### config.mk
export PLATFORM = sky130hd
export DESIGN_NAME = control_sequencer
export DESIGN_NICKNAME = d
export VERILOG_FILES = /design/src/rtl/sap_u_pkg.sv /design/src/rtl/step_counter.sv /design/src/rtl/control_sequencer.sv
export SDC_FILE = /design/constraint.sdc
export NUM_CORES = 1
export LEC_CHECK = 0
export CORE_UTILIZATION = 35
export DETAILED_ROUTE_END_ITERATION = 8
export PLACE_DENSITY = 0.78
export SETUP_SLACK_MARGIN = 0.4
export SLEW_MARGIN = 0
export SYNTH_ARGS = -nofsm -noshare
export SYNTH_HDL_FRONTEND = slang
export SYNTH_HIERARCHICAL = 1
export SYNTH_SLANG_ARGS = --single-unit
export TNS_END_PERCENT = 30
### constraint.sdc
create_clock -name clk -period 1.5 [get_ports clk]
set_clock_uncertainty 0.1 [all_clocks]
set_input_delay 0.225 -clock clk [delete_from_list [all_inputs] [get_ports clk]]
set_output_delay 0.225 -clock clk [all_outputs]
set_load 0.005 [all_outputs]
### src/rtl/sap_u_pkg.sv
// Shared definitions for the SAP-style control sequencer: opcodes, microsteps
// and control-word bit positions.
package sap_u_pkg;

    typedef enum logic [3:0] {
        OP_NOP = 4'b0000,
        OP_LDA = 4'b0001,
        OP_ADD = 4'b0010,
        OP_SUB = 4'b0011,
        OP_STA = 4'b0100,
        OP_LDI = 4'b0101,
        OP_JMP = 4'b0110,
        OP_JC  = 4'b0111,
        OP_JZ  = 4'b1000,
        OP_OUT = 4'b1110,
        OP_HLT = 4'b1111
    } opcode_t;

    typedef enum logic [2:0] {
        T0 = 3'd0,
        T1 = 3'd1,
        T2 = 3'd2,
        T3 = 3'd3,
        T4 = 3'd4
    } step_t;

    // Internal control word is active-high; the top inverts the *_n outputs.
    localparam int unsigned CW_WIDTH    = 14;
    localparam int unsigned CW_A_LOAD   = 0;
    localparam int unsigned CW_A_BUS    = 1;
    localparam int unsigned CW_B_LOAD   = 2;
    localparam int unsigned CW_ALU_EN   = 3;
    localparam int unsigned CW_RAM_BUS  = 4;
    localparam int unsigned CW_RAM_WE   = 5;
    localparam int unsigned CW_MAR_LOAD = 6;
    localparam int unsigned CW_IR_LOAD  = 7;
    localparam int unsigned CW_IR_BUS   = 8;
    localparam int unsigned CW_JUMP     = 9;
    localparam int unsigned CW_PC_BUS   = 10;
    localparam int unsigned CW_OUT_LOAD = 11;
    localparam int unsigned CW_ALU_SUB  = 12;
    localparam int unsigned CW_PC_EN    = 13;

endpackage

### src/rtl/step_counter.sv
// Microstep counter T0..T4 with async clear, enable, synchronous restart to T0
// and freeze (freeze overrides restart and advance).
module step_counter
    import sap_u_pkg::*;
(
    input  logic  clk,
    input  logic  reset_n,
    input  logic  enable,
    input  logic  restart,
    input  logic  freeze,
    output step_t step
);

    always_ff @(posedge clk or negedge reset_n) begin
        if (!reset_n) begin
            step <= T0;
        end else if (enable && !freeze) begin
            if (restart) begin
                step <= T0;
            end else begin
                step <= step_t'(step + 3'd1);
            end
        end
    end

endmodule

### src/rtl/control_sequencer.sv
// Microcoded control sequencer: decodes control lines from step, opcode and
// flags. Define CONDITIONAL_JUMP_EN to build the flags register and JC/JZ.
module control_sequencer
    import sap_u_pkg::*;
(
    input  logic       clk,
    input  logic       reset_n,
    input  logic       step_enable,
    input  logic [3:0] opcode,
    input  logic       carry_in,
    input  logic       zero_in,
    output logic       reg_a_load_n,
    output logic       reg_a_bus_enable_n,
    output logic       reg_b_load_n,
    output logic       alu_enable_n,
    output logic       ram_bus_enable_n,
    output logic       ram_write_enable_n,
    output logic       ram_load_mar_reg_n,
    output logic       ir_load_n,
    output logic       ir_bus_enable_n,
    output logic       jump_n,
    output logic       program_counter_bus_enable_n,
    output logic       out_load_n,
    output logic       alu_subtract,
    output logic       program_counter_enable,
    output logic       halted,
    output logic [2:0] step
);

    step_t                cur_step;
    opcode_t              op;
    logic [CW_WIDTH-1:0]  cw;
    logic [CW_WIDTH-1:0]  cw_out;
    logic                 last_step;
    logic                 halt_req;
    logic                 flags_load;
    logic                 halted_q;

    assign op = opcode_t'(opcode);

    step_counter u_step_counter (
        .clk     (clk),
        .reset_n (reset_n),
        .enable  (step_enable),
        .restart (last_step),
        .freeze  (halted_q | halt_req),
        .step    (cur_step)
    );

    always_ff @(posedge clk or negedge reset_n) begin
        if (!reset_n) begin
            halted_q <= 1'b0;
        end else if (step_enable && halt_req) begin
            halted_q <= 1'b1;
        end
    end

`ifdef CONDITIONAL_JUMP_EN
    logic carry_flag;
    logic zero_flag;

    always_ff @(posedge clk or negedge reset_n) begin
        if (!reset_n) begin
            carry_flag <= 1'b0;
            zero_flag  <= 1'b0;
        end else if (step_enable && !halted_q && flags_load) begin
            carry_flag <= carry_in;
            zero_flag  <= zero_in;
        end
    end
`else
    logic unused_flag_inputs;
    assign unused_flag_inputs = carry_in ^ zero_in ^ flags_load;
`endif

    always_comb begin
        cw         = '0;
        last_step  = 1'b0;
        halt_req   = 1'b0;
        flags_load = 1'b0;
        case (cur_step)
            T0: begin
                cw[CW_PC_BUS]   = 1'b1;
                cw[CW_MAR_LOAD] = 1'b1;
            end
            T1: begin
                cw[CW_RAM_BUS] = 1'b1;
                cw[CW_IR_LOAD] = 1'b1;
                cw[CW_PC_EN]   = 1'b1;
                case (op)
                    OP_LDA, OP_ADD, OP_SUB, OP_STA, OP_LDI,
                    OP_JMP, OP_OUT, OP_HLT: last_step = 1'b0;
`ifdef CONDITIONAL_JUMP_EN
                    OP_JC, OP_JZ:           last_step = 1'b0;
`endif
                    default:                last_step = 1'b1;
                endcase
            end
            T2: begin
                case (op)
                    OP_LDA, OP_ADD, OP_SUB, OP_STA: begin
                        cw[CW_IR_BUS]   = 1'b1;
                        cw[CW_MAR_LOAD] = 1'b1;
                    end
                    OP_LDI: begin
                        cw[CW_IR_BUS] = 1'b1;
                        cw[CW_A_LOAD] = 1'b1;
                        last_step     = 1'b1;
                    end
                    OP_JMP: begin
                        cw[CW_IR_BUS] = 1'b1;
                        cw[CW_JUMP]   = 1'b1;
                        last_step     = 1'b1;
                    end
`ifdef CONDITIONAL_JUMP_EN
                    OP_JC: begin
                        cw[CW_IR_BUS] = carry_flag;
                        cw[CW_JUMP]   = carry_flag;
                        last_step     = 1'b1;
                    end
                    OP_JZ: begin
                        cw[CW_IR_BUS] = zero_flag;
                        cw[CW_JUMP]   = zero_flag;
                        last_step     = 1'b1;
                    end
`endif
                    OP_OUT: begin
                        cw[CW_A_BUS]   = 1'b1;
                        cw[CW_OUT_LOAD] = 1'b1;
                        last_step      = 1'b1;
                    end
                    OP_HLT:  halt_req  = 1'b1;
                    default: last_step = 1'b1;
                endcase
            end
            T3: begin
                case (op)
                    OP_LDA: begin
                        cw[CW_RAM_BUS] = 1'b1;
                        cw[CW_A_LOAD]  = 1'b1;
                        last_step      = 1'b1;
                    end
                    OP_ADD, OP_SUB: begin
                        cw[CW_RAM_BUS] = 1'b1;
                        cw[CW_B_LOAD]  = 1'b1;
                    end
                    OP_STA: begin
                        cw[CW_A_BUS]  = 1'b1;
                        cw[CW_RAM_WE] = 1'b1;
                        last_step     = 1'b1;
                    end
                    default: last_step = 1'b1;
                endcase
            end
            T4: begin
                if (op == OP_ADD || op == OP_SUB) begin
                    cw[CW_ALU_EN]  = 1'b1;
                    cw[CW_A_LOAD]  = 1'b1;
                    cw[CW_ALU_SUB] = (op == OP_SUB);
                    flags_load     = 1'b1;
                end
                last_step = 1'b1;
            end
            default: last_step = 1'b1;
        endcase
    end

    // Reset and halt mask every control line, including the T0 fetch decode.
    assign cw_out = (reset_n && !halted_q) ? cw : '0;

    assign reg_a_load_n                 = ~cw_out[CW_A_LOAD];
    assign reg_a_bus_enable_n           = ~cw_out[CW_A_BUS];
    assign reg_b_load_n                 = ~cw_out[CW_B_LOAD];
    assign alu_enable_n                 = ~cw_out[CW_ALU_EN];
    assign ram_bus_enable_n             = ~cw_out[CW_RAM_BUS];
    assign ram_write_enable_n           = ~cw_out[CW_RAM_WE];
    assign ram_load_mar_reg_n           = ~cw_out[CW_MAR_LOAD];
    assign ir_load_n                    = ~cw_out[CW_IR_LOAD];
    assign ir_bus_enable_n              = ~cw_out[CW_IR_BUS];
    assign jump_n                       = ~cw_out[CW_JUMP];
    assign program_counter_bus_enable_n = ~cw_out[CW_PC_BUS];
    assign out_load_n                   = ~cw_out[CW_OUT_LOAD];
    assign alu_subtract                 = cw_out[CW_ALU_SUB];
    assign program_counter_enable       = cw_out[CW_PC_EN];
    assign halted                       = halted_q;
    assign step                         = cur_step;

endmodule

# Word level (Yosys, flattened, before mapping)
# Memory sizes are Yosys's and may differ from the RTL's.
# Cells that the tools add are included.
# totals
reg_bits	4
n_memories	1
inputBits	9
output_inout_bits	18
rom_bits	16
# op_classes
eq_ne	12
n_mux	30
n_reduce_logical	12
add_sub_neg	1
n_bitwise	13
# memory_table
memory	depth	width	read_ports	rd_ports_with_merged_regs	wr	line	source
(name not given)	16	1	1	0	0	control_sequencer.sv:90	case (op)
# ops
op	n
$mux W1	22
$mux W14	1
$eq A4 B3 Y1 const B	3
$not A1 Y1	12
$eq A4 B2 Y1 const B	2
$eq A4 B4 Y1 const B	2
$eq A3 B2 Y1 const B	2
$pmux W1 S2	3
$reduce_or A6 Y1	1
$reduce_or A5 Y1	1
$eq A4 B1 Y1 const B	1
$pmux W1 S4	1
$reduce_or A4 Y1	1
$add A3 B1 Y3 const B	1
$eq A3 B1 Y1 const B	1
$eq A3 B3 Y1 const B	1
$logic_and A1 B1 Y1	3
$logic_not A3 Y1	1
$mux W3	1
$pmux W1 S3	1
$reduce_or A3 Y1	1
$logic_not A1 Y1	2
$mux W2	1
$reduce_or A2 Y1	1
other kinds (2)	2

# Logic depth before layout (Yosys ltp)
# depth
ltp_word	6
ltp_mapped	7
mapped_depth_nobuf	6

# Modules after synthesis
# Netlist, hierarchy kept.
# modules_own_cells
mod	area_each_um2	instances	cells_each
control_sequencer	386.6	1	52
step_counter	157.7	1	14

# Worst setup path before layout
# OpenSTA, ideal clock, no wires.
# synth_path
kind	register to register
startpoint	register u_step_counter.step[1]
endpoint	register u_step_counter.step[2]
n_path_buf	0
arrival_ps	1355
synth_period_minus_slack_ps	1592
setup_time_ps	137
stages_incl_launch_ff	7
setup_slack_ps	-92
cell_sequence	dfrtp_1 > nor3b_2 > nand2_1 > o221ai_1 > nor2_1 > o21ai_1 > o41ai_2
# synth_between
elab_cells_between_ends	11
cone_classes	add/sub (1); eq/ne (3); mux (3); bitwise (1); reduce/logical (3)
# synth_lines
item	line	source
from (decl)	step_counter.sv:11	output step_t step
from (signal assigned)	step_counter.sv:21	step <= step_t'(step + 3'd1);
$eq A3 B2 Y1, or another cell as far along	control_sequencer.sv:81	case (cur_step)
$pmux W1 S4 (*)	control_sequencer.sv:81	
named net last_step	control_sequencer.sv:34	logic last_step;
$mux W3 (*)	step_counter.sv:18	if (restart) begin
# Mark *: on every way through the listed nets, which the timed path passes. The rest lies on a longest branch.
# A chain may end at the register's enable or synchronous reset.

# Worst setup path in the final report
# layout_path
startpoint	register u_step_counter.step[0]
endpoint	output reg_a_load_n
# layout_between
elab_chain_cells	4
elab_cells_between_ends	6
cone_classes	eq/ne (3); mux (2); bitwise (1)
# layout_lines
item	line	source
$eq A3 B3 Y1 or $eq A3 B2 Y1 (tied branches)	--	
$pmux W1 S3 (*)	control_sequencer.sv:81	
$mux W14 (*)	control_sequencer.sv:169	assign cw_out = (reset_n && !halted_q) ? cw : '0;
$not A1 Y1 (*)	control_sequencer.sv:171	assign reg_a_load_n = ~cw_out[CW_A_LOAD];
to (decl)	control_sequencer.sv:12	output logic reg_a_load_n,
# Every way passes the cells marked *; elsewhere a longest branch is shown, timed or not.

==> reports/metrics.yaml <==
run_status:
  status: "finished with violations"
  violations: "setup timing"
yosys:
  synthMuxAreaShare_pct: 0
  yosys_warnings: 6
  ys_seq_area_share_pct: 18.4
  synth_compound_area_share_pct: 21.1
  syn_area_per_cell_sq_um: 8.25
  synthAdderAreaFrac_pct: 2.30
  syn_area_sq_um: 544
  synthesis.nets: 76
  synth_xor_xnor_area_share_pct: 1.61
  synth_top_family_by_area: "simple AND/OR/NAND/NOR gates"
  synthSimpleGateAreaFrac_pct: 48.7
  synth.distinct_cells: 35
  synthCells: 66
  ys_ff_latch: 4
critical_path:
  cpPeakStageDelay_ns: 0.47
  critPathLaunchType: "register"
  critPathSlowestCell: "dfrtp_2"
  worstPathRequired_ns: 1.17
  rr_startpoint: "u_step_counter/step[2]"
  arrival_ns: 1.49
  cp_max_fo: 5
  r2r_end: "u_step_counter/step[2]"
  worst-setup-path-type: "register to output port"
  reg2reg_depth: 7
  path_cells: "nor4b_4, nand3_1, buf_4, o31a_1, buf_2"
  endpoint_kind: "output port"
  regToRegSetupSlack_ns: -0.21
pwr:
  p_int_w: 0.000717
  power_frac_comb_pct: 69.6
  power.total_w: 0.00122
  power.density_nw_per_um2: 1210
  power.switching_w: 0.000507
  pwr-share-clk_pct: 11.4
  peakVddDrop_mv: 0.667
  leakage_nw: 0.458
  sw_frac_of_total_pct: 41.4
  p_seq_share_pct: 19.1
drt:
  wl_per_cell_um: 14.2
  ant_nets: 0
  vias: 703
  drtIter0Drc: 10
  route.detailed.drc: 0
  wl_mm: 1.85
  vias_per_cell: 5.41
  firstDrtPassIters: 4
floorplan:
  die_area_sq_um: 1720
  start_util_pct: 39.8
  ioPinCount: 27
  fp.dieW_um: 41.4
  core_sq_um: 1370
  num_rows: 13
  die_h_um: 41.4
cells_and_area:
  syn_to_final_growth_pct: 86.0
  utilization_pct: 74.1
  seq_area_sq_um: 105
  drive_above_1_share_pct: 56.5
  diodes: 0
  fillers: 105
  layout_common_cells: "buf_4 (20), buf_2 (10), nand2_1 (7), buf_6 (7)"
  finalNetCount: 127
  layout_commonest_cell: "buf_4"
  multi_input_area_sq_um: 444
  final_cells: 130
placement:
  placedCellCount: 116
  place_hpwl_mm: 1.31
  routabilityCongestion: 0.748
  portBuffers: 24
sta:
  finalMaxSlewViolations: 0
  finalWorstPathRequiredPeriod_ns: 1.82
  fmax_ghz: 0.550
  worstMarginPinSlew_ns: 0.275
  setup_violations: 19
  rsz0062_at_grt: "true"
  period_share_pct: 121
  relSlewSlack_pct: 81.5
  hold_viol: 0
  setup_ws_ns: -0.317
global_route:
  track_usage_pct: 24.7
  grt_pass1_wl_mm: 3.28
  grt_remaining_overflow: 0
  grt_pass1_vias: 741
  antenna_found_initial: 0
  grt_max_degree: 11
clock_network:
  cts_buffers: 3
  cts_root_buffer: "clkbuf_4"
  htree_levels: 1
  cts_tree: "yes"
  clk_latency_ns: 0.25
  clkSlewWorstSetupHoldPaths_ns: 0.04
  numClockSinks: 4
  clockBufferDepth: 2
worst_hold_path:
  worst_hold_path_type: "input port to asynchronous set/reset pin"
flow_run:
  maxCapViolations: 0
cell usage after synthesis (all sizes together):
| cell | n | share of area, % |
|---|---|---|
| nand2 | 7 | 4.8 |
| buf | 5 | 5.1 |
| nor3b | 5 | 12 |
| dfrtp | 4 | 18 |
| inv | 4 | 2.8 |
| nand4 | 4 | 4.6 |
| o21ai | 4 | 3.7 |
| a21o | 3 | 4.1 |
| nand2b | 3 | 4.8 |
| nand3 | 3 | 2.8 |
| nor2 | 3 | 2.1 |
| nor3 | 3 | 2.8 |
| o21ba | 2 | 3.7 |
| and2 | 1 | 1.2 |
| and2b | 1 | 1.4 |
| and4bb | 1 | 2.3 |
| ha | 1 | 2.3 |
| nand3b | 1 | 1.4 |
| nand4b | 1 | 1.6 |
| nor2b | 1 | 1.2 |
| nor4 | 1 | 2.3 |
| nor4b | 1 | 2.8 |
| o21a | 1 | 1.4 |
| o221a | 1 | 2.1 |
| o221ai | 1 | 1.6 |
| o31a | 1 | 1.6 |
| o41ai | 1 | 3.0 |
| or2 | 1 | 1.2 |
| xnor2 | 1 | 1.6 |
through the flow:
step / setup TNS [ns] / setup slack, ns / instance area, sq um / hold slack (ns)
3_5_place_dp: -10.44 / -0.724 / 912 / 0.473
5_1_grt: -4.82 / -0.370 / 1010 / 0.514
2_1_floorplan: 0 / 0.0400 / 576 / -0.171
6_report: -3.57 / -0.317 / 1010 / 0.486
3_3_place_gp: -9.80 / -0.656 / 912 / 0.466
4_1_cts: -3.31 / -0.258 / 1010 / 0.474
state kept, by name, indices dropped and copies added, names as in the netlist:
register,count
u_step_counter/step,3
halted,1
final cells by class:
type	count	share of cell area, %
timing repair buffer	51	39.9
tap	15	1.85
sequential	4	10.4
clock buffer	3	2.22
inverter	4	1.73
multi-input combinational	53	43.9
power by group through the flow:
stage | clock network, W | registers, W | logic [W]
2_1_floorplan | 0 | 0.000232 | 0.000384
3_3_place_gp | 0 | 0.000216 | 0.000718
3_5_place_dp | 0 | 0.000219 | 0.000747
4_1_cts | 0.000144 | 0.000213 | 0.000823
5_1_grt | 0.000148 | 0.000239 | 0.000928
6_report | 0.000139 | 0.000233 | 0.000851
cells by family (layout without fill, tap and decap cells):
family	Yosys count	in the layout
compound gates	14	14
xor+xnor	1	1
fa+ha+maj	1	1
buf+inv	9	58
flops	4	4
simple gates	37	37
critical path: cells and delay by family (launching register included):
| family | cells | cell delay [ns] |
|---|---|---|
| flip-flops | 1 | 0.47 |
| AND/OR/NAND/NOR | 2 | 0.39 |
| buffers and inverters | 2 | 0.29 |
| AO/OA/AOI/OAI | 1 | 0.09 |
metal layers:
layer  wire length (um)  track usage [%]  vias up
met1                693             26.1      335
met2               1030             45.3       22
met5                  0                0        -
met4                 29             14.2        0
met3                 95             3.91        3
li1                   -                -      343
how the worst max path moves through the flow:
| stage | start | end | slack [ns] | cells after the start |
|---|---|---|---|---|
| after floorplan | u_step_counter/step[0] | u_step_counter/step[0] | 0.04 | 6 |
| after global placement | opcode[1] | alu_subtract | -0.66 | 5 |
| after detailed placement | opcode[1] | alu_subtract | -0.72 | 5 |
| final | u_step_counter/step[0] | reg_a_load_n | -0.32 | 5 |
| after CTS | halted | reg_a_load_n | -0.26 | 5 |
| after global routing | halted | reg_a_load_n | -0.37 | 5 |
timing repair:
action | in CTS | in global routing
gates resized for setup | 76 | 11
buffers inserted | 10 | 0
hold endpoints to repair | 4 | 0
setup endpoints to repair | 22 | 22
pin swaps | 14 | 2
hold buffers | 1 | 0
Power figures use the tool's default switching activity.
